[config.mk]
export PLATFORM = sky130hd
export DESIGN_NAME = mask_sram_writer
export DESIGN_NICKNAME = d
export VERILOG_FILES = /design/src/rtl/mask_pkg.sv /design/src/rtl/mask_word_fifo.sv /design/src/rtl/mask_sram_writer.sv
export SDC_FILE = /design/constraint.sdc
export NUM_CORES = 1
export LEC_CHECK = 0
export BUFFER_PORTS_ARGS = -buffer_cell sky130_fd_sc_hd__buf_2
export CAP_MARGIN = 20
export CORE_MARGIN = 2
export CORE_UTILIZATION = 56
export CTS_CLUSTER_DIAMETER = 60
export CTS_CLUSTER_SIZE = 30
export DETAILED_ROUTE_END_ITERATION = 16
export PLACE_DENSITY = 0.75
export SYNTH_ARGS = -nofsm -noshare
export SYNTH_HDL_FRONTEND = slang
export SYNTH_SLANG_ARGS = --single-unit
[constraint.sdc]
create_clock -name clk_25 -period 4.7 [get_ports clk_25]
set_input_delay 1.175 -clock clk_25 [delete_from_list [all_inputs] [get_ports clk_25]]
set_output_delay 1.175 -clock clk_25 [all_outputs]
set_load 0.02 [all_outputs]
[src/rtl/mask_pkg.sv]
// Shared constants and FIFO entry layout for the mask stream writer.
// The entry packs the SRAM word address, the mask bits and an end-of-frame marker.
package mask_pkg;

   localparam int unsigned H_PIXELS      = 640;
   localparam int unsigned V_LINES       = 480;
   localparam int unsigned WORD_W        = 16;
   localparam int unsigned WORDS_PER_ROW = H_PIXELS / WORD_W;
   localparam int unsigned ADDR_W        = 15;
   localparam int unsigned FIFO_DEPTH    = 4;
   localparam int unsigned IDLE_FLUSH    = 32;
   localparam int unsigned IDLE_W        = $clog2(IDLE_FLUSH) + 1;

   typedef enum logic [1:0] {
      PK_EMPTY,
      PK_PARTIAL,
      PK_COMPLETE
   } pack_state_t;

   typedef struct packed {
      logic [ADDR_W-1:0] addr;
      logic [WORD_W-1:0] data;
      logic              last;
   } mask_entry_t;

   localparam int unsigned ENTRY_W = $bits(mask_entry_t);

endpackage

[src/rtl/mask_word_fifo.sv]
// Small synchronous FIFO; a push while full is accepted only if a pop frees a slot
// in the same cycle. Storage is cleared on reset so the head reads zero when idle.
module mask_word_fifo #(
   parameter int unsigned DEPTH = 4,
   parameter int unsigned WIDTH = 32
) (
   input  logic             clk,
   input  logic             rst,
   input  logic             push,
   input  logic [WIDTH-1:0] push_data,
   input  logic             pop,
   output logic [WIDTH-1:0] head,
   output logic             full,
   output logic             empty
);

   localparam int unsigned PTR_W = (DEPTH > 1) ? $clog2(DEPTH) : 1;
   localparam int unsigned CNT_W = PTR_W + 1;

   logic [WIDTH-1:0] mem [DEPTH];
   logic [PTR_W-1:0] wr_ptr;
   logic [PTR_W-1:0] rd_ptr;
   logic [CNT_W-1:0] count;
   logic             do_push;
   logic             do_pop;

   assign full    = (count == CNT_W'(DEPTH));
   assign empty   = (count == '0);
   assign do_pop  = pop && !empty;
   assign do_push = push && (!full || do_pop);
   assign head    = mem[rd_ptr];

   always_ff @(posedge clk) begin
      if (rst) begin
         wr_ptr <= '0;
         rd_ptr <= '0;
         count  <= '0;
         for (int unsigned i = 0; i < DEPTH; i++) mem[i] <= '0;
      end else begin
         if (do_push) begin
            mem[wr_ptr] <= push_data;
            wr_ptr      <= wr_ptr + PTR_W'(1);
         end
         if (do_pop) rd_ptr <= rd_ptr + PTR_W'(1);
         count <= count + CNT_W'(do_push) - CNT_W'(do_pop);
      end
   end

endmodule

[src/rtl/mask_sram_writer.sv]
// Packs the per-pixel mask stream into 16-bit row-aligned words and writes them
// to the mask frame store through a small FIFO and a req/ack SRAM write port.
module mask_sram_writer
   import mask_pkg::*;
(
   input  logic              clk_25,
   input  logic              rst,
   input  logic              valid,
   input  logic              mask,
   input  logic [9:0]        mask_x,
   input  logic [9:0]        mask_y,
   output logic              wr_req,
   output logic [ADDR_W-1:0] wr_addr,
   output logic [WORD_W-1:0] wr_data,
   input  logic              wr_ack,
   output logic              overflow,
   output logic              frame_done
);

   localparam logic [9:0] X_LIM   = 10'(H_PIXELS);
   localparam logic [9:0] Y_LIM   = 10'(V_LINES);
   localparam logic [9:0] Y_LAST  = 10'(V_LINES - 1);
   localparam logic [5:0] WX_LAST = 6'(WORDS_PER_ROW - 1);

   pack_state_t       state, state_nx;
   logic [9:0]        cur_y, cur_y_nx;
   logic [5:0]        cur_wx, cur_wx_nx;
   logic [WORD_W-1:0] data, data_nx;
   logic [IDLE_W-1:0] idle_cnt, idle_nx;

   logic              in_range;
   logic              same_word;
   logic              push;
   logic              pop;
   logic              full;
   logic              empty;
   mask_entry_t       push_entry;
   mask_entry_t       head_entry;
   logic [ENTRY_W-1:0] head_raw;

   assign in_range  = valid && (mask_x < X_LIM) && (mask_y < Y_LIM);
   assign same_word = (mask_y == cur_y) && (mask_x[9:4] == cur_wx);

   // Every push carries the word currently held in the pack register.
   assign push_entry.addr = ADDR_W'({cur_y, 5'b0}) + ADDR_W'({cur_y, 3'b0}) + ADDR_W'(cur_wx);
   assign push_entry.data = data;
   assign push_entry.last = (cur_y == Y_LAST) && (cur_wx == WX_LAST);

   always_ff @(posedge clk_25) begin
      if (rst) begin
         state    <= PK_EMPTY;
         cur_y    <= '0;
         cur_wx   <= '0;
         data     <= '1;
         idle_cnt <= '0;
      end else begin
         state    <= state_nx;
         cur_y    <= cur_y_nx;
         cur_wx   <= cur_wx_nx;
         data     <= data_nx;
         idle_cnt <= idle_nx;
      end
   end

   always_comb begin
      state_nx  = state;
      cur_y_nx  = cur_y;
      cur_wx_nx = cur_wx;
      data_nx   = data;
      idle_nx   = idle_cnt;
      push      = 1'b0;

      if (state == PK_COMPLETE) push = 1'b1;

      if (in_range) begin
         idle_nx = '0;
         if (state == PK_PARTIAL && same_word) begin
            data_nx[mask_x[3:0]] = mask;
         end else begin
            // A new word from PARTIAL flushes the old one with unwritten bits at 1.
            if (state == PK_PARTIAL) push = 1'b1;
            cur_y_nx             = mask_y;
            cur_wx_nx            = mask_x[9:4];
            data_nx              = '1;
            data_nx[mask_x[3:0]] = mask;
         end
         state_nx = (mask_x[3:0] == 4'hF) ? PK_COMPLETE : PK_PARTIAL;
      end else if (state == PK_COMPLETE) begin
         state_nx = PK_EMPTY;
      end else if (state == PK_PARTIAL) begin
         if (idle_cnt == IDLE_W'(IDLE_FLUSH - 1)) begin
            push     = 1'b1;
            state_nx = PK_EMPTY;
            idle_nx  = '0;
         end else begin
            idle_nx = idle_cnt + IDLE_W'(1);
         end
      end
   end

   mask_word_fifo #(
      .DEPTH (FIFO_DEPTH),
      .WIDTH (ENTRY_W)
   ) u_fifo (
      .clk       (clk_25),
      .rst       (rst),
      .push      (push),
      .push_data (push_entry),
      .pop       (pop),
      .head      (head_raw),
      .full      (full),
      .empty     (empty)
   );

   assign head_entry = head_raw;
   assign wr_req     = !empty;
   assign wr_addr    = head_entry.addr;
   assign wr_data    = head_entry.data;
   assign pop        = wr_req && wr_ack;

   // Overflow is sticky until the first pixel of a new frame arrives.
   always_ff @(posedge clk_25) begin
      if (rst) begin
         overflow   <= 1'b0;
         frame_done <= 1'b0;
      end else begin
         frame_done <= pop && head_entry.last;
         if (push && full && !pop)
            overflow <= 1'b1;
         else if (in_range && mask_x == '0 && mask_y == '0)
            overflow <= 1'b0;
      end
   end

endmodule

==> results.md, run 1 <==
* Status: complete, no violations
* Most frequent cells in the layout: nor2_1 (151), edfxtp_1 (128), nor3_1 (59)
* Sw Ratio at 0.282
* Worst Setup End Kind: output port
* Synth top area cells: edfxtp_1 (46%), dfxtp_1 (12%), mux4_2 (8.6%)
* H-Tree Depth at 4
* Syn nets at 748
* Total power at 0.00398 W
* Fmax at 0.284 GHz
* WP data required at 3.52 ns
* Startpoint types: register
* Synth area leader: edfxtp_1
* PwrDens at 423 nW/um2
* Max-cap violations at 0
* Post-synth EDFFs at 128
* RSZ-0062 raised after global routing: no
* Post CTS Setup Buffer Count at 0
* Die Ht at 126 um
* Maximum vdd drop at 0.230 mV
* Slew Viols, Final at 0
* Layout Nets at 795
* CTS tree: done
* Crit Path Category: reg -> out
* Net Sw Power at 0.00112 W
* Crit path DAT at 2.34 ns
* Post-DP HPWL at 11700 um
* HP Class: reg -> reg
* Syn_area_per_cell at 12.0 um2
* CTS Buf Count at 17
* Vias per Instance at 5.81
* I/O pin count at 59
* Detailed Routing Iterations Pass 1 at 5
* Diodes inserted at 0
* Post-layout instance area at 9400 um2
* Combinational share of power at 0.189
* RR Endpoint: u_fifo.mem[1][31]
* Fin cells at 941
* Fill count at 1103
* Worst-path maximum fanout at 17
* Mapped Area at 8390 um2
* Multi-input logic area at 3300 um2
* Relative slew slack at 0.493
* Post-synth ARST share at 0
* Post-synth top area share at 0.458
* Core area at 14600 um2
* First-pass GRT wire length at 28300 um
* Part of the power in registers at 0.467
* Unique masters post-synth at 51
* Most common cell after layout, fill and taps aside: nor2_1
* Initial Util at 0.575
* CTS Buffer Depth at 2
* Resize count post-CTS at 0
* P&R area growth vs syn at 11.9%
* Cts-stage hold buffer count at 0
* Slew at the pin closest to its max-slew limit at 0.758 ns
* Final WL at 17500 um
* Final clock period utilization by the worst path at 0.749
* Mapped Cells at 697
* Placed cell areas at 8830 um2
* Cells after DPL at 909
* FF+latch area at 4870 um2
* Sequential area share after synthesis at 0.580
* Iteration-0 DRC Markers at 585
* Worst R2R Start: cur_y[0]
* Number of synthesis warnings at 0
* # DRC at 0
* DR vias at 5471
* # rows at 44
* Worst Setup EP: wr_addr[1]
* Vias in the first global route at 5454
* GRT Total Usage at 0.228
* Final setup violating endpoints at 0
* Wire per inst at 18.6 um
* Final setup TNS at 0 ns
* Chip Width at 126 um
* R2r setup slk at 1.46 ns
* Post-synthesis register bit count at 179
* IO buf count at 58
* Clock root buffer: clkbuf_16
* Pint at 0.00285 W
* Largest net degree at the start of global routing at 41
* Fraction of layout cells with a size suffix above 1 at 0.194
* Layout Skew at 0.00925 ns
* Initial antenna violation count at 0
* Die area at 16000 um2
* Antenna Nets Post-Route at 0
* CTS sink count at 179
* Final Hold Fails at 0
* P_leak at 3.54 nW
* Fin crit period at 3.52 ns
* Clock share of power at 0.344
* Worst-path clk slew at 0.07 ns
* GRT overflow at 0
* Skew-Pair Late Insertion Delay at 0.43 ns
* Reg2Reg Depth at 10
* GPL Wtd Cong at 0.881
* Top FF cell, synth: edfxtp_1
==> cell type report <==
| cell class | instances | area share |
|---|---|---|
| clock buffer | 17 | 0.0453 |
| clock inverter | 15 | 0.0153 |
| inverter | 8 | 0.00320 |
| multi-input combinational | 467 | 0.351 |
| sequential | 179 | 0.518 |
| tap | 184 | 0.0245 |
| timing repair buffer | 71 | 0.0426 |
==> cells by family (layout without fill, tap and decap cells) <==
group,count (synthesis),count (layout),share of synthesized area
XOR/XNOR,33,33,0.0344
flip-flops,179,179,0.580
buffers and inverters,51,111,0.0277
adder cells (fa/ha/maj),26,26,0.0414
AO/OA/AOI/OAI,47,47,0.0371
multiplexers,45,45,0.102
AND/OR/NAND/NOR,316,316,0.178
==> Yosys cell counts, types with 2 or more instances <==
master,n
a21oi_1,11
a31oi_1,2
and3_1,2
buf_1,7
buf_2,12
buf_6,3
clkbuf_1,20
dfxtp_1,51
edfxtp_1,128
fa_1,3
ha_1,23
inv_1,8
mux2i_1,12
mux4_2,32
nand2_1,20
nand2b_1,31
nand3_1,7
nand3b_1,2
nand4_1,8
nor2_1,151
nor2b_1,4
nor3_1,59
nor3b_1,2
nor4_1,11
o21a_1,3
o21ai_0,7
o21bai_1,16
or2_2,5
or3_1,4
xnor2_1,9
xor2_1,24
==> worst min path at each step <==
stage,startpoint,to,slack (ns),cells after the start
global placement,overflow,overflow,0.46,2
floorplan,idle_cnt[1],idle_cnt[1],0.47,2
CTS,overflow,overflow,0.50,2
detailed placement,overflow,overflow,0.48,2
finish,overflow,overflow,0.50,2
global route,idle_cnt[1],idle_cnt[1],0.53,2
==> worst max-delay path, cell delays in order (launching register included) <==
cell and delay [ns]:
dfxtp_2 0.69, buf_4 0.44, mux4_2 0.59, buf_2 0.18
==> sequential cells by signal, indices dropped and copies added (netlist names), named ones only <==
register and count:
frame_done 1, u_fifo.wr_ptr 2, u_fifo.count 3, data 16
u_fifo.mem 128, overflow 1, u_fifo.rd_ptr 2, cur_y 10
state 2, cur_wx 6, idle_cnt 6
==> through the flow <==
stage | worst slack [ns] | utilization | hold WS, ns
floorplan | 0.503 | - | 0.467
detailed placement | 0.818 | 0.605 | 0.483
finish | 1.18 | 0.644 | 0.499
CTS | 1.11 | 0.644 | 0.500
global route | 0.995 | 0.644 | 0.531
global placement | 0.891 | 0.605 | 0.461
==> power by group through the flow <==
stage               logic (W)  registers (W)  clock network, W
finish               0.000752        0.00186           0.00137
global route         0.000812        0.00187           0.00144
CTS                  0.000760        0.00186           0.00138
detailed placement   0.000757        0.00189                 0
global placement     0.000742        0.00189                 0
floorplan            0.000587        0.00185                 0
==> layer usage <==
metal  global-route usage  vias to the layer above  part of all wire
met5                    0                        -                 0
met4               0.0692                        0             0.010
met3               0.0493                       14             0.067
met2                0.367                      168              0.48
met1                0.317                     2667              0.44
li1                     -                     2622                 -
(Power assumes the default switching activity.)
==> run 2: changes to the inputs <==
==> constraint.sdc (replaced) <==
create_clock -name clk_25 -period 3.3 [get_ports clk_25]
set_input_delay 0.825 -clock clk_25 [delete_from_list [all_inputs] [get_ports clk_25]]
set_output_delay 0.825 -clock clk_25 [all_outputs]
set_load 0.02 [all_outputs]
==> results.md, run 2 (synthesis results as in run 1) <==
* Antenna Nets Post-Route at 0
* Hold_ws at 0.481 ns
* Final setup TNS at 0 ns
* Maximum vdd drop at 0.368 mV
* Die area at 16000 um2
* Biggest register: u_fifo.mem
* P_leak at 3.64 nW
* Status: complete, no violations
* Hold depth at 2
* GRT overflow at 0
* Relative slew slack at 0.562
* CP max-delay cell: fa_1
* GRT Max-Usage Layer: met2
* Fin crit period at 3.13 ns
* Skew-Pair Late Insertion Delay at 0.43 ns
* Post CTS Setup Buffer Count at 0
* Fraction of layout cells with a size suffix above 1 at 0.201
* Layout Skew at 0.00732 ns
* CP top delay family: adder cells
* CTS Buffer Depth at 2
* GRT met1 Usage at 0.326
* Initial antenna violation count at 0
* Worst Setup End Kind: register
* Most common cell after layout, fill and taps aside: nor2_1
* Fill count at 1053
* I/O pin count at 59
* Worst-path clk slew at 0.06 ns
* PwrDens at 616 nW/um2
* Max-cap violations at 0
* Final WL at 17800 um
* GRT met3 Usage at 0.0553
* Total power at 0.00590 W
* H-Tree Depth at 4
* Chip Width at 126 um
* Diodes inserted at 0
* Most frequent cells in the layout: nor2_1 (151), edfxtp_1 (128), nor3_1 (59)
* Initial Util at 0.575
* Final Hold Fails at 0
* IO buf count at 58
* DR vias at 5580
* Worst-path maximum fanout at 5
* # rows at 44
* CTS sink count at 179
* Fmax at 0.319 GHz
* Cts-stage hold buffer count at 0
* GPL Wtd Cong at 0.887
* CTS tree: done
* Crit path DAT at 3.30 ns
* Slew Viols, Final at 0
* WP data required at 3.47 ns
* Final setup violating endpoints at 0
* Reg2Reg Depth at 11
* Max reg flops at 128
* Critical path's largest stage delay at 0.59 ns
* Resize count post-CTS at 0
* Cells after DPL at 918
* Slew at the pin closest to its max-slew limit at 0.657 ns
* Vias per Instance at 5.87
* Crit Path Category: reg -> reg
* Largest net degree at the start of global routing at 33
* Wire per inst at 18.8 um
* First-pass GRT wire length at 29000 um
* Vias in the first global route at 5593
* Core area at 14600 um2
* Iteration-0 DRC Markers at 562
* Die Ht at 126 um
* CTS Buf Count at 17
* P&R area growth vs syn at 14.2%
* Post-DP HPWL at 11800 um
* Top flop regs: u_fifo.mem (128), data (16), cur_y (10)
* Multi-input logic area at 3310 um2
* Detailed Routing Iterations Pass 1 at 5
* RSZ-0062 raised after global routing: no
* Layout Nets at 804
* GRT Total Usage at 0.235
* Crit path depth at 11
* # DRC at 0
* CP Cell Sequence: fa_1 -> inv_1 -> fa_1 -> nor2b_1 -> o21a_1 -> o21ai_0 -> a21oi_1 -> nor4_1 -> nor3b_1 -> buf_4 -> nor3_1
* Final Core Density at 0.657
* Met2 Usage GRT at 0.375
* Fin cells at 950
* Worst path bufs/invs at 2
* Final clock period utilization by the worst path at 0.949
* Clock root buffer: clkbuf_16
* CP dominant cell by count: fa_1
* FF+latch area at 4870 um2
* Startpoint types: register
* HP Class: reg -> reg
-- run 2: final cells by class --
type,count,share of cell area
Inverter,8,0.00313
Sequential cell,179,0.508
Clock inverter,11,0.0192
Timing Repair Buffer,80,0.0553
Clock buffer,21,0.0459
Tap cell,184,0.0240
Multi-Input combinational cell,467,0.345
-- run 2: path summary, 6_finish.rpt --
kind / start / end / slack [ns]
worst max-delay path: cur_y[0] / u_fifo.mem[0][31] / 0.17
worst min-delay path: overflow / overflow / 0.48
worst max register to register: cur_y[0] / u_fifo.mem[0][31] / 0.17
worst min register to register: overflow / overflow / 0.48
-- run 2: power by group --
| part | total, W | switching, W | internal (W) |
|---|---|---|---|
| logic | 0.00115 | 0.000654 | 0.000500 |
| registers | 0.00260 | 0.0000674 | 0.00254 |
| clock network | 0.00215 | 0.000809 | 0.00134 |
| total | 0.00590 | 0.00153 | 0.00437 |
-- run 2: per-layer routing --
metal / routed length (um) / vias to the layer above / part of all wire
li1: - / 2635 / -
met1: 7730 / 2733 / 0.43
met2: 8690 / 188 / 0.49
met3: 1190 / 24 / 0.067
met4: 231 / 0 / 0.013
met5: 0 / - / 0
-- run 2: tightest hold or removal path: cells and delay by family, from the launching register on --
family / cells / cell delay, ns
flops: 1 / 0.31
compound gates: 2 / 0.12
-- run 2: stage by stage --
step	cell area (um2)	setup WS (ns)
after floorplan	8400	0.128
after global placement	8960	0.125
after detailed placement	8960	0.103
after CTS	9590	0.199
after global routing	9590	0.0130
final	9590	0.169
